$ cat src/rtl/dff_mem_pkg.sv
// Shared types and constants for the DFF-RAM arbiter slice.
package dff_mem_pkg;

  localparam int unsigned NUM_PORTS = 2;
  localparam int unsigned DATA_W    = 8;

  typedef enum logic [1:0] {
    IDLE   = 2'd0,
    ACCESS = 2'd1,
    DONE   = 2'd2
  } state_e;

  // Address width for a given RAM size; never narrower than one bit.
  function automatic int unsigned addr_w(input int unsigned bytes);
    return (bytes <= 2) ? 1 : $clog2(bytes);
  endfunction

endpackage

$ cat src/rtl/dff_mem_arbiter_if.sv
// Request/grant/data bundle between the two requesters and the DFF-RAM arbiter.
interface dff_mem_arbiter_if #(
  parameter int unsigned ADDR_W = 4
);
  import dff_mem_pkg::*;

  logic [NUM_PORTS-1:0] req;
  logic [NUM_PORTS-1:0] we;
  logic [NUM_PORTS-1:0] lock;
  logic [ADDR_W-1:0]    addr0;
  logic [ADDR_W-1:0]    addr1;
  logic [DATA_W-1:0]    wdata0;
  logic [DATA_W-1:0]    wdata1;
  logic [NUM_PORTS-1:0] gnt;
  logic [NUM_PORTS-1:0] ack;
  logic [DATA_W-1:0]    rdata;
  logic                 busy;

  modport master (
    output req, we, lock, addr0, addr1, wdata0, wdata1,
    input  gnt, ack, rdata, busy
  );

  modport slave (
    input  req, we, lock, addr0, addr1, wdata0, wdata1,
    output gnt, ack, rdata, busy
  );

endinterface

$ cat src/rtl/dff_mem_core.sv
// Single-port byte-wide register-array RAM with registered read and out-of-range guard.
module dff_mem_core import dff_mem_pkg::*; #(
  parameter int unsigned RAM_BYTES = 16,
  parameter int unsigned ADDR_W    = addr_w(RAM_BYTES)
) (
  input  logic              clk,
  input  logic              rst,
  input  logic              en,
  input  logic              we,
  input  logic [ADDR_W-1:0] addr,
  input  logic [DATA_W-1:0] wdata,
  output logic [DATA_W-1:0] rdata
);

  logic [DATA_W-1:0] mem_q [RAM_BYTES];
  logic              in_range;

  // Only matters for non-power-of-2 sizes, where the address can exceed the array.
  assign in_range = (32'(addr) < RAM_BYTES);

  always_ff @(posedge clk or posedge rst) begin
    if (rst) begin
      for (int i = 0; i < RAM_BYTES; i++) begin
        mem_q[i] <= '0;
      end
      rdata <= '0;
    end else if (en) begin
      if (we) begin
        if (in_range) begin
          mem_q[addr] <= wdata;
        end
        rdata <= wdata;
      end else begin
        rdata <= in_range ? mem_q[addr] : '0;
      end
    end
  end

endmodule

$ cat src/rtl/dff_mem_arbiter.sv
// Round-robin two-port arbiter/sequencer in front of a DFF RAM (IDLE -> ACCESS -> DONE).
// Optional grant locking is enabled by defining DFF_ARB_LOCK_EN.
module dff_mem_arbiter import dff_mem_pkg::*; #(
  parameter int unsigned RAM_BYTES = 16
) (
  input logic              clk,
  input logic              rst,
  dff_mem_arbiter_if.slave bus
);

  localparam int unsigned ADDR_W = addr_w(RAM_BYTES);

  state_e                 state_q, state_d;
  logic [NUM_PORTS-1:0]   gnt_q, gnt_d;
  logic [NUM_PORTS-1:0]   ack_q, ack_d;
  logic                   last_q, last_d;
  logic                   win_q, win_d;
  logic                   we_q, we_d;
  logic [ADDR_W-1:0]      addr_q, addr_d;
  logic [DATA_W-1:0]      wdata_q, wdata_d;
  logic                   pick;
  logic [DATA_W-1:0]      core_rdata;

`ifdef DFF_ARB_LOCK_EN
  logic lock_vld_q, lock_vld_d;
  logic lock_own_q, lock_own_d;
`else
  logic unused_lock;
  assign unused_lock = ^bus.lock;
`endif

  // Winner among requesters in IDLE: a held lock first, else the port not served last.
  always_comb begin
    pick = (bus.req == 2'b11) ? ~last_q : bus.req[1];
`ifdef DFF_ARB_LOCK_EN
    if (lock_vld_q && bus.req[lock_own_q]) begin
      pick = lock_own_q;
    end
`endif
  end

  always_comb begin
    state_d = state_q;
    gnt_d   = gnt_q;
    ack_d   = ack_q;
    last_d  = last_q;
    win_d   = win_q;
    we_d    = we_q;
    addr_d  = addr_q;
    wdata_d = wdata_q;
`ifdef DFF_ARB_LOCK_EN
    lock_vld_d = lock_vld_q;
    lock_own_d = lock_own_q;
`endif
    unique case (state_q)
      IDLE: begin
`ifdef DFF_ARB_LOCK_EN
        if (lock_vld_q && !bus.req[lock_own_q]) begin
          lock_vld_d = 1'b0;
        end
`endif
        if (|bus.req) begin
          win_d   = pick;
          gnt_d   = pick ? 2'b10 : 2'b01;
          we_d    = bus.we[pick];
          addr_d  = pick ? bus.addr1 : bus.addr0;
          wdata_d = pick ? bus.wdata1 : bus.wdata0;
          state_d = ACCESS;
        end
      end
      ACCESS: begin
        ack_d   = win_q ? 2'b10 : 2'b01;
        state_d = DONE;
      end
      DONE: begin
        ack_d   = '0;
        gnt_d   = '0;
        state_d = IDLE;
`ifdef DFF_ARB_LOCK_EN
        // The round-robin pointer is frozen for as long as the lock is held.
        if (bus.lock[win_q]) begin
          lock_vld_d = 1'b1;
          lock_own_d = win_q;
        end else begin
          lock_vld_d = 1'b0;
          last_d     = win_q;
        end
`else
        last_d = win_q;
`endif
      end
      default: state_d = IDLE;
    endcase
  end

  always_ff @(posedge clk or posedge rst) begin
    if (rst) begin
      state_q <= IDLE;
      gnt_q   <= '0;
      ack_q   <= '0;
      last_q  <= 1'b1;
      win_q   <= 1'b0;
      we_q    <= 1'b0;
      addr_q  <= '0;
      wdata_q <= '0;
    end else begin
      state_q <= state_d;
      gnt_q   <= gnt_d;
      ack_q   <= ack_d;
      last_q  <= last_d;
      win_q   <= win_d;
      we_q    <= we_d;
      addr_q  <= addr_d;
      wdata_q <= wdata_d;
    end
  end

`ifdef DFF_ARB_LOCK_EN
  always_ff @(posedge clk or posedge rst) begin
    if (rst) begin
      lock_vld_q <= 1'b0;
      lock_own_q <= 1'b0;
    end else begin
      lock_vld_q <= lock_vld_d;
      lock_own_q <= lock_own_d;
    end
  end
`endif

  dff_mem_core #(
    .RAM_BYTES (RAM_BYTES),
    .ADDR_W    (ADDR_W)
  ) u_core (
    .clk   (clk),
    .rst   (rst),
    .en    (state_q == ACCESS),
    .we    (we_q),
    .addr  (addr_q),
    .wdata (wdata_q),
    .rdata (core_rdata)
  );

  assign bus.gnt   = gnt_q;
  assign bus.ack   = ack_q;
  assign bus.rdata = core_rdata;
  assign bus.busy  = (state_q != IDLE);

endmodule

$ cat src/flat_wrapper.sv
// flat-port wrapper written by rule: the top's interface ports become plain ports
module dff_mem_arbiter_flat import dff_mem_pkg::*;
#(
  parameter int unsigned RAM_BYTES = 16
)
  (clk, rst, bus_req, bus_we, bus_lock, bus_addr0, bus_addr1, bus_wdata0, bus_wdata1, bus_gnt, bus_ack, bus_rdata, bus_busy);
  dff_mem_arbiter_if #(.ADDR_W(4)) bus_i ();
  input logic clk;
  input logic rst;
  input wire logic [$bits(bus_i.req)-1:0] bus_req;
  input wire logic [$bits(bus_i.we)-1:0] bus_we;
  input wire logic [$bits(bus_i.lock)-1:0] bus_lock;
  input wire logic [$bits(bus_i.addr0)-1:0] bus_addr0;
  input wire logic [$bits(bus_i.addr1)-1:0] bus_addr1;
  input wire logic [$bits(bus_i.wdata0)-1:0] bus_wdata0;
  input wire logic [$bits(bus_i.wdata1)-1:0] bus_wdata1;
  output wire logic [$bits(bus_i.gnt)-1:0] bus_gnt;
  output wire logic [$bits(bus_i.ack)-1:0] bus_ack;
  output wire logic [$bits(bus_i.rdata)-1:0] bus_rdata;
  output wire logic [$bits(bus_i.busy)-1:0] bus_busy;
  assign bus_i.req = bus_req;
  assign bus_i.we = bus_we;
  assign bus_i.lock = bus_lock;
  assign bus_i.addr0 = bus_addr0;
  assign bus_i.addr1 = bus_addr1;
  assign bus_i.wdata0 = bus_wdata0;
  assign bus_i.wdata1 = bus_wdata1;
  assign bus_gnt = bus_i.gnt;
  assign bus_ack = bus_i.ack;
  assign bus_rdata = bus_i.rdata;
  assign bus_busy = bus_i.busy;
  dff_mem_arbiter #(.RAM_BYTES(RAM_BYTES)) u_core (.clk(clk), .rst(rst), .bus(bus_i));
endmodule
$ cat config.mk
export PLATFORM = sky130hd
export DESIGN_NAME = dff_mem_arbiter_flat
export DESIGN_NICKNAME = d
export VERILOG_FILES = /design/src/rtl/dff_mem_pkg.sv /design/src/rtl/dff_mem_arbiter_if.sv /design/src/rtl/dff_mem_core.sv /design/src/rtl/dff_mem_arbiter.sv /design/src/flat_wrapper.sv
export SDC_FILE = /design/constraint.sdc
export NUM_CORES = 1
export LEC_CHECK = 0
export CAP_MARGIN = 20
export CELL_PAD_IN_SITES_DETAIL_PLACEMENT = 1
export CELL_PAD_IN_SITES_GLOBAL_PLACEMENT = 1
export CORE_MARGIN = 5
export CORE_UTILIZATION = 30
export DETAILED_ROUTE_END_ITERATION = 7
export PLACE_DENSITY_LB_ADDON = 0.1
export SLEW_MARGIN = 25
export SYNTH_ARGS = -nofsm -noshare
export SYNTH_HDL_FRONTEND = slang
export SYNTH_HIERARCHICAL = 1
export SYNTH_SLANG_ARGS = --single-unit
export TNS_END_PERCENT = 1
$ cat constraint.sdc
create_clock -name clk -period 12.4 [get_ports clk]
set_clock_uncertainty 0.1 [all_clocks]
set_input_delay 1.24 -clock clk [delete_from_list [all_inputs] [get_ports clk]]
set_output_delay 1.24 -clock clk [all_outputs]
set_load 0.05 [all_outputs]
### Word-level counts from Yosys, hierarchy flattened

Index checks and enable logic that the tools add are counted.

| storage, ports and cells | value |
|---|---|
| flip-flop bits (word level) | 157 |
| input bits | 32 |
| output and inout port bits | 13 |
| word-level logic and storage cells | 62 |

| operators by class | value |
|---|---|
| magnitude comparators | 3 |
| equal/unequal tests | 4 |
| multiplexer cells | 19 |
| bitwise gates (word level) | 2 |
| reduce and logical (&&, ||, !) cells | 9 |

Operators by type and width:

| cell | count |
|---|---|
| bitwise mux 128 bit | 1 |
| two-way mux 8 bit | 5 |
| binary-select mux 8 bit (select 4 bit) | 1 |
| demux 8 bit (select 4 bit) | 1 |
| one-hot mux 2 bit (2 select lines) | 3 |
| two-way mux 2 bit | 4 |
| AND reduction 2 bit | 3 |
| nonzero test 2 bit | 3 |
| >= comparator 5 bit (second input constant) | 1 |
| < comparator 5 x 1 -> 1 bit (second input constant) | 1 |
| inverter 4 -> 5 bit | 1 |
| == test 2 bit (second input constant) | 2 |
| two-way mux 4 bit | 1 |
| two-way mux 1 bit | 3 |
| == test 2 x 1 -> 1 bit (second input constant) | 1 |
| logical NOT 2 bit | 1 |
| < comparator 1 x 2 -> 1 bit (second input constant) | 1 |
| inequality test 2 bit (second input constant) | 1 |
| OR reduction 2 bit | 1 |
| logical AND 1 bit | 1 |
| inverter 1 bit | 1 |

### Depth between registers and ports, before layout

| logic depth | value |
|---|---|
| word-level depth | 6 |
| depth in mapped cells | 7 |
| mapped depth without buffers | 6 |

### Cells and area by module

Netlist, hierarchy kept.

By module, submodules not included:

| module | instances | cells each | area each (um2) |
|---|---|---|---|
| dff_mem_core | 1 | 449 | 6,384.9 |
| dff_mem_arbiter | 1 | 106 | 1,037.2 |

### Worst setup path before layout

No wires, ideal clock.

| timing path | value |
|---|---|
| path type | flip-flop to output port |
| start point | register u_core.state_q[0] |
| end point | output port bus_busy |
| data arrival time | 997 ps |
| slack | 10,063 ps |
| cell stages (with the launch flop) | 4 |
| path buffers | 0 |
| cells stage by stage | dfrtp_1 -> inv_1 -> ha_1 -> inv_1 |

| on the way | value |
|---|---|
| word-level cells in the longest chain between the ends | 1 |

Ends and longest elaborated chain:

| item | line | RTL |
|---|---|---|
| from (decl) | dff_mem_arbiter.sv:13 | `state_e state_q, state_d;` |
| from (signal assigned) | dff_mem_arbiter.sv:107 | `state_q <= state_d;` |
| nonzero test 2 bit | dff_mem_arbiter.sv:146 | `assign bus.busy = (state_q != IDLE);` |
| to (decl) | flat_wrapper.sv:20 | `output wire logic [$bits(bus_i.busy)-1:0] bus_busy;` |

No other way between the ends.

### Worst setup path in the final report

| timing path | value |
|---|---|
| start point | register u_core.state_q[1] |
| end point | output port bus_busy |

Same word-level chain as after synthesis.

==> qor.yml <==
clock_tree:
  cts_buffers: 17
  cts_resized: 0
  cts_root_buffer: "clkbuf_16"
  cts_sinks: 157
  path_clk_slew_ns: 0.07
  cts_buffer_depth: 2
  cts_setup_buffers: 0
  clock_latency_ns: 0.43
  htreeDepth: 4
  cts_tree: "done"
  hold_buffers: 0
setup_path:
  max_stage_delay_ns: 0.81
  cp-start-kind: "flip-flop"
  critPathCaptureType: "output port"
  cp_slowest_cell: "clkdlybuf4s50_1"
  path_buf_inv: 3
  r2r_end: "u_core/u_core/mem_q[13]$_DFFE_PP0P_"
  cp.arrival_ns: 2.11
  r2r_cells: 4
  worstPathRequired_ns: 11.06
  r2r_start: "u_core/addr_q[1]$_DFFE_PP0P_"
  crit_fanout: 5
  ff2ff_setup_slack_ns: 9.36
  critPathKind: "flip-flop to output port"
  crit_family: "buffers and inverters"
  path_cells: "inv_1, ha_1, inv_1, clkdlybuf4s50_1"
  cpMostUsedCell: "inv_1"
final_layout:
  layout-drive-gt1-share: 0.3361
  nets: 625
  syn_to_final_growth_pct: 16.84
  diodes: 0
timing:
  fin_crit_ns: 3.446
  hold_violations: 0
  slew_headroom: 0.4373
  clock.fmax_mhz: 290.2
  rsz0062_at_grt: "false"
  hold-worst-slack_ns: 0.4048
  drv_slew: 0
  worstMarginPinSlew_ns: 0.8432
  fin_tns_setup_ns: 0
  timing.final.crit_share: 0.2779
  setup_viol: 0
pwr:
  p_per_area_nw_per_um2: 276.3
  p_leak_uw: 0.003831
  peakVddDrop_mv: 0.1011
floorplan:
  core_area_um2: 24320
  die_w_um: 167.3
  initial_core_util: 0.3052
  die_area_um2: 27990
  rows: 57
  pin_count: 45
  die_h_um: 167.3
synthesis:
  synth_top_area_frac: 0.5260
  yosys_warnings: 6
  syn_inst: 555
  syn_area_um2: 7422
  synth_area_leaders: "dfrtp_1 53%, mux2_2 19%, mux2i_1 5.9%, mux4_2 3.0%, a21oi_1 1.8%"
  synth_cell_types: 44
  synth_area_per_cell_um2: 13.37
  yosys.area.top_type: "dfrtp_1"
  synth.net_count: 592
  yosys_register_bits: 157
  seq_area_frac_synth: 0.5295
grt:
  grt_remaining_overflow: 0
  antenna_found_initial: 0
  grt_pass1_wl_um: 31200
  track_usage: 0.1443
  grt_pass1_vias: 5171
  grt_max_degree: 78
placement:
  hpwl_um: 13300
  numPortBuffers: 42
  gp_congestion: 0.7466
route:
  ant_nets: 0
  wl_per_cell_um: 21.56
  vias: 4610
  routed_wl_um: 19950
  drc_errors: 0
  via_per_inst: 4.984
  drt_pre_antenna_iters: 4
  drt_iter0_drc: 221
hold_path:
  min_to: "u_core/u_core/mem_q[16]$_DFFE_PP0P_"
  holdPathStages: 1
  hp-start: "u_core/u_core/mem_q[16]$_DFFE_PP0P_"
  hold_class: "flip-flop to flip-flop"
run_status:
  status: "completed"
job:
  maxCapViolations: 0
## registers in the layout, indices dropped and copies added, names as in the netlist, 2 cells and up
signal               flops
u_core/addr_q            4
u_core/bus.ack           2
u_core/bus.gnt           2
u_core/state_q           2
u_core/u_core/mem_q    128
u_core/u_core/rdata      8
u_core/wdata_q           8
## cells in the final DEF (no fill, tap or decap), types with 4 or more instances in the layout
cell / count
inv_8: 4
inv_6: 4
nor2_1: 25
mux2i_1: 44
a31oi_1: 7
nand2b_1: 6
o22ai_1: 13
buf_4: 6
nand2_1: 19
nand3b_1: 10
inv_1: 5
clkdlybuf4s50_1: 42
mux4_2: 10
a221oi_1: 7
o21ai_0: 18
dfrtp_1: 155
mux2_2: 124
mux2_4: 8
clkbuf_16: 17
nor2_2: 9
a21oi_1: 27
ha_1: 5
## layer usage
metal / part of all wire / track usage / up-vias
met1: 0.46 / 0.1972 / 2421
met3: 0.035 / 0.02664 / 19
met2: 0.48 / 0.2340 / 85
met5: 0 / 0 / -
met4: 0.018 / 0.04481 / 0
li1: - / - / 2085
## how the worst max path moves through the flow
stage | cells past startpoint | to | startpoint
floorplan | 1 | u_core/u_core/mem_q[0]$_DFFE_PP0P_ | rst
global placement | 3 | u_core/u_core/mem_q[77]$_DFFE_PP0P_ | rst
detailed placement | 3 | u_core/u_core/mem_q[123]$_DFFE_PP0P_ | rst
CTS | 4 | bus_busy | u_core/state_q[1]$_DFFE_PP0P_
global route | 4 | bus_busy | u_core/state_q[1]$_DFFE_PP0P_
finish | 4 | bus_busy | u_core/state_q[1]$_DFFE_PP0P_
## per-stage QoR
step           cell area [µm²]  power, µW  cells  worst slack, ns    util
2_1_floorplan             7422       1589    555            7.421       -
3_3_place_gp              8068       1854    893            8.936  0.3317
3_5_place_dp              8068       1898    893            8.850  0.3317
4_1_cts                   8668       2440    925            8.908  0.3564
5_1_grt                   8672       2548    925            8.826  0.3566
6_report                  8672       2396    925            8.954  0.3566
## cells by family (layout without fill, tap and decap cells)
family / count (synthesis) / after routing / synth area share
AO/OA/AOI/OAI: 83 / 83 / 0.07148
buffers and inverters: 41 / 87 / 0.03490
multiplexers: 186 / 186 / 0.2940
adder cells (fa/ha/maj): 5 / 5 / 0.008429
AND/OR/NAND/NOR: 83 / 83 / 0.06170
flip-flops: 157 / 157 / 0.5295
## cell type report
type,count,area (µm²)
Fill cell,2567,15650
Timing Repair Buffer,49,476.7
Tap cell,324,405.4
Multi-Input combinational cell,357,3233
Clock buffer,17,425.4
Clock inverter,15,175.2
Inverter,6,25.02
Sequential cell,157,3931
## synthesized netlist by cell type, drive strengths merged
cell type,count
a211oi,1
a21bo,1
a21boi,1
a21oi,27
a221oi,7
a2bb2oi,1
a31oi,7
and2,1
buf,22
clkbuf,13
dfrtp,156
dfstp,1
ha,5
inv,6
mux2,132
mux2i,44
mux4,10
nand2,20
nand2b,6
nand3,1
nand3b,10
nand4,1
nand4b,2
nor2,34
nor2b,3
nor3,1
nor3b,1
nor4,1
o21a,1
o21ai,19
o22ai,13
o32ai,3
o41ai,2
or3b,1
or4,1
## power breakdown
| group | total [µW] | leakage, µW | internal, µW | switching (µW) |
|---|---|---|---|---|
| Combinational | 887 | 0.00155 | 421 | 465 |
| Sequential | 981 | 0.00199 | 747 | 233 |
| Clock | 529 | 0.000288 | 288 | 240 |
| Total | 2400 | 0.00383 | 1460 | 939 |
Power figures use the tool's default switching activity.
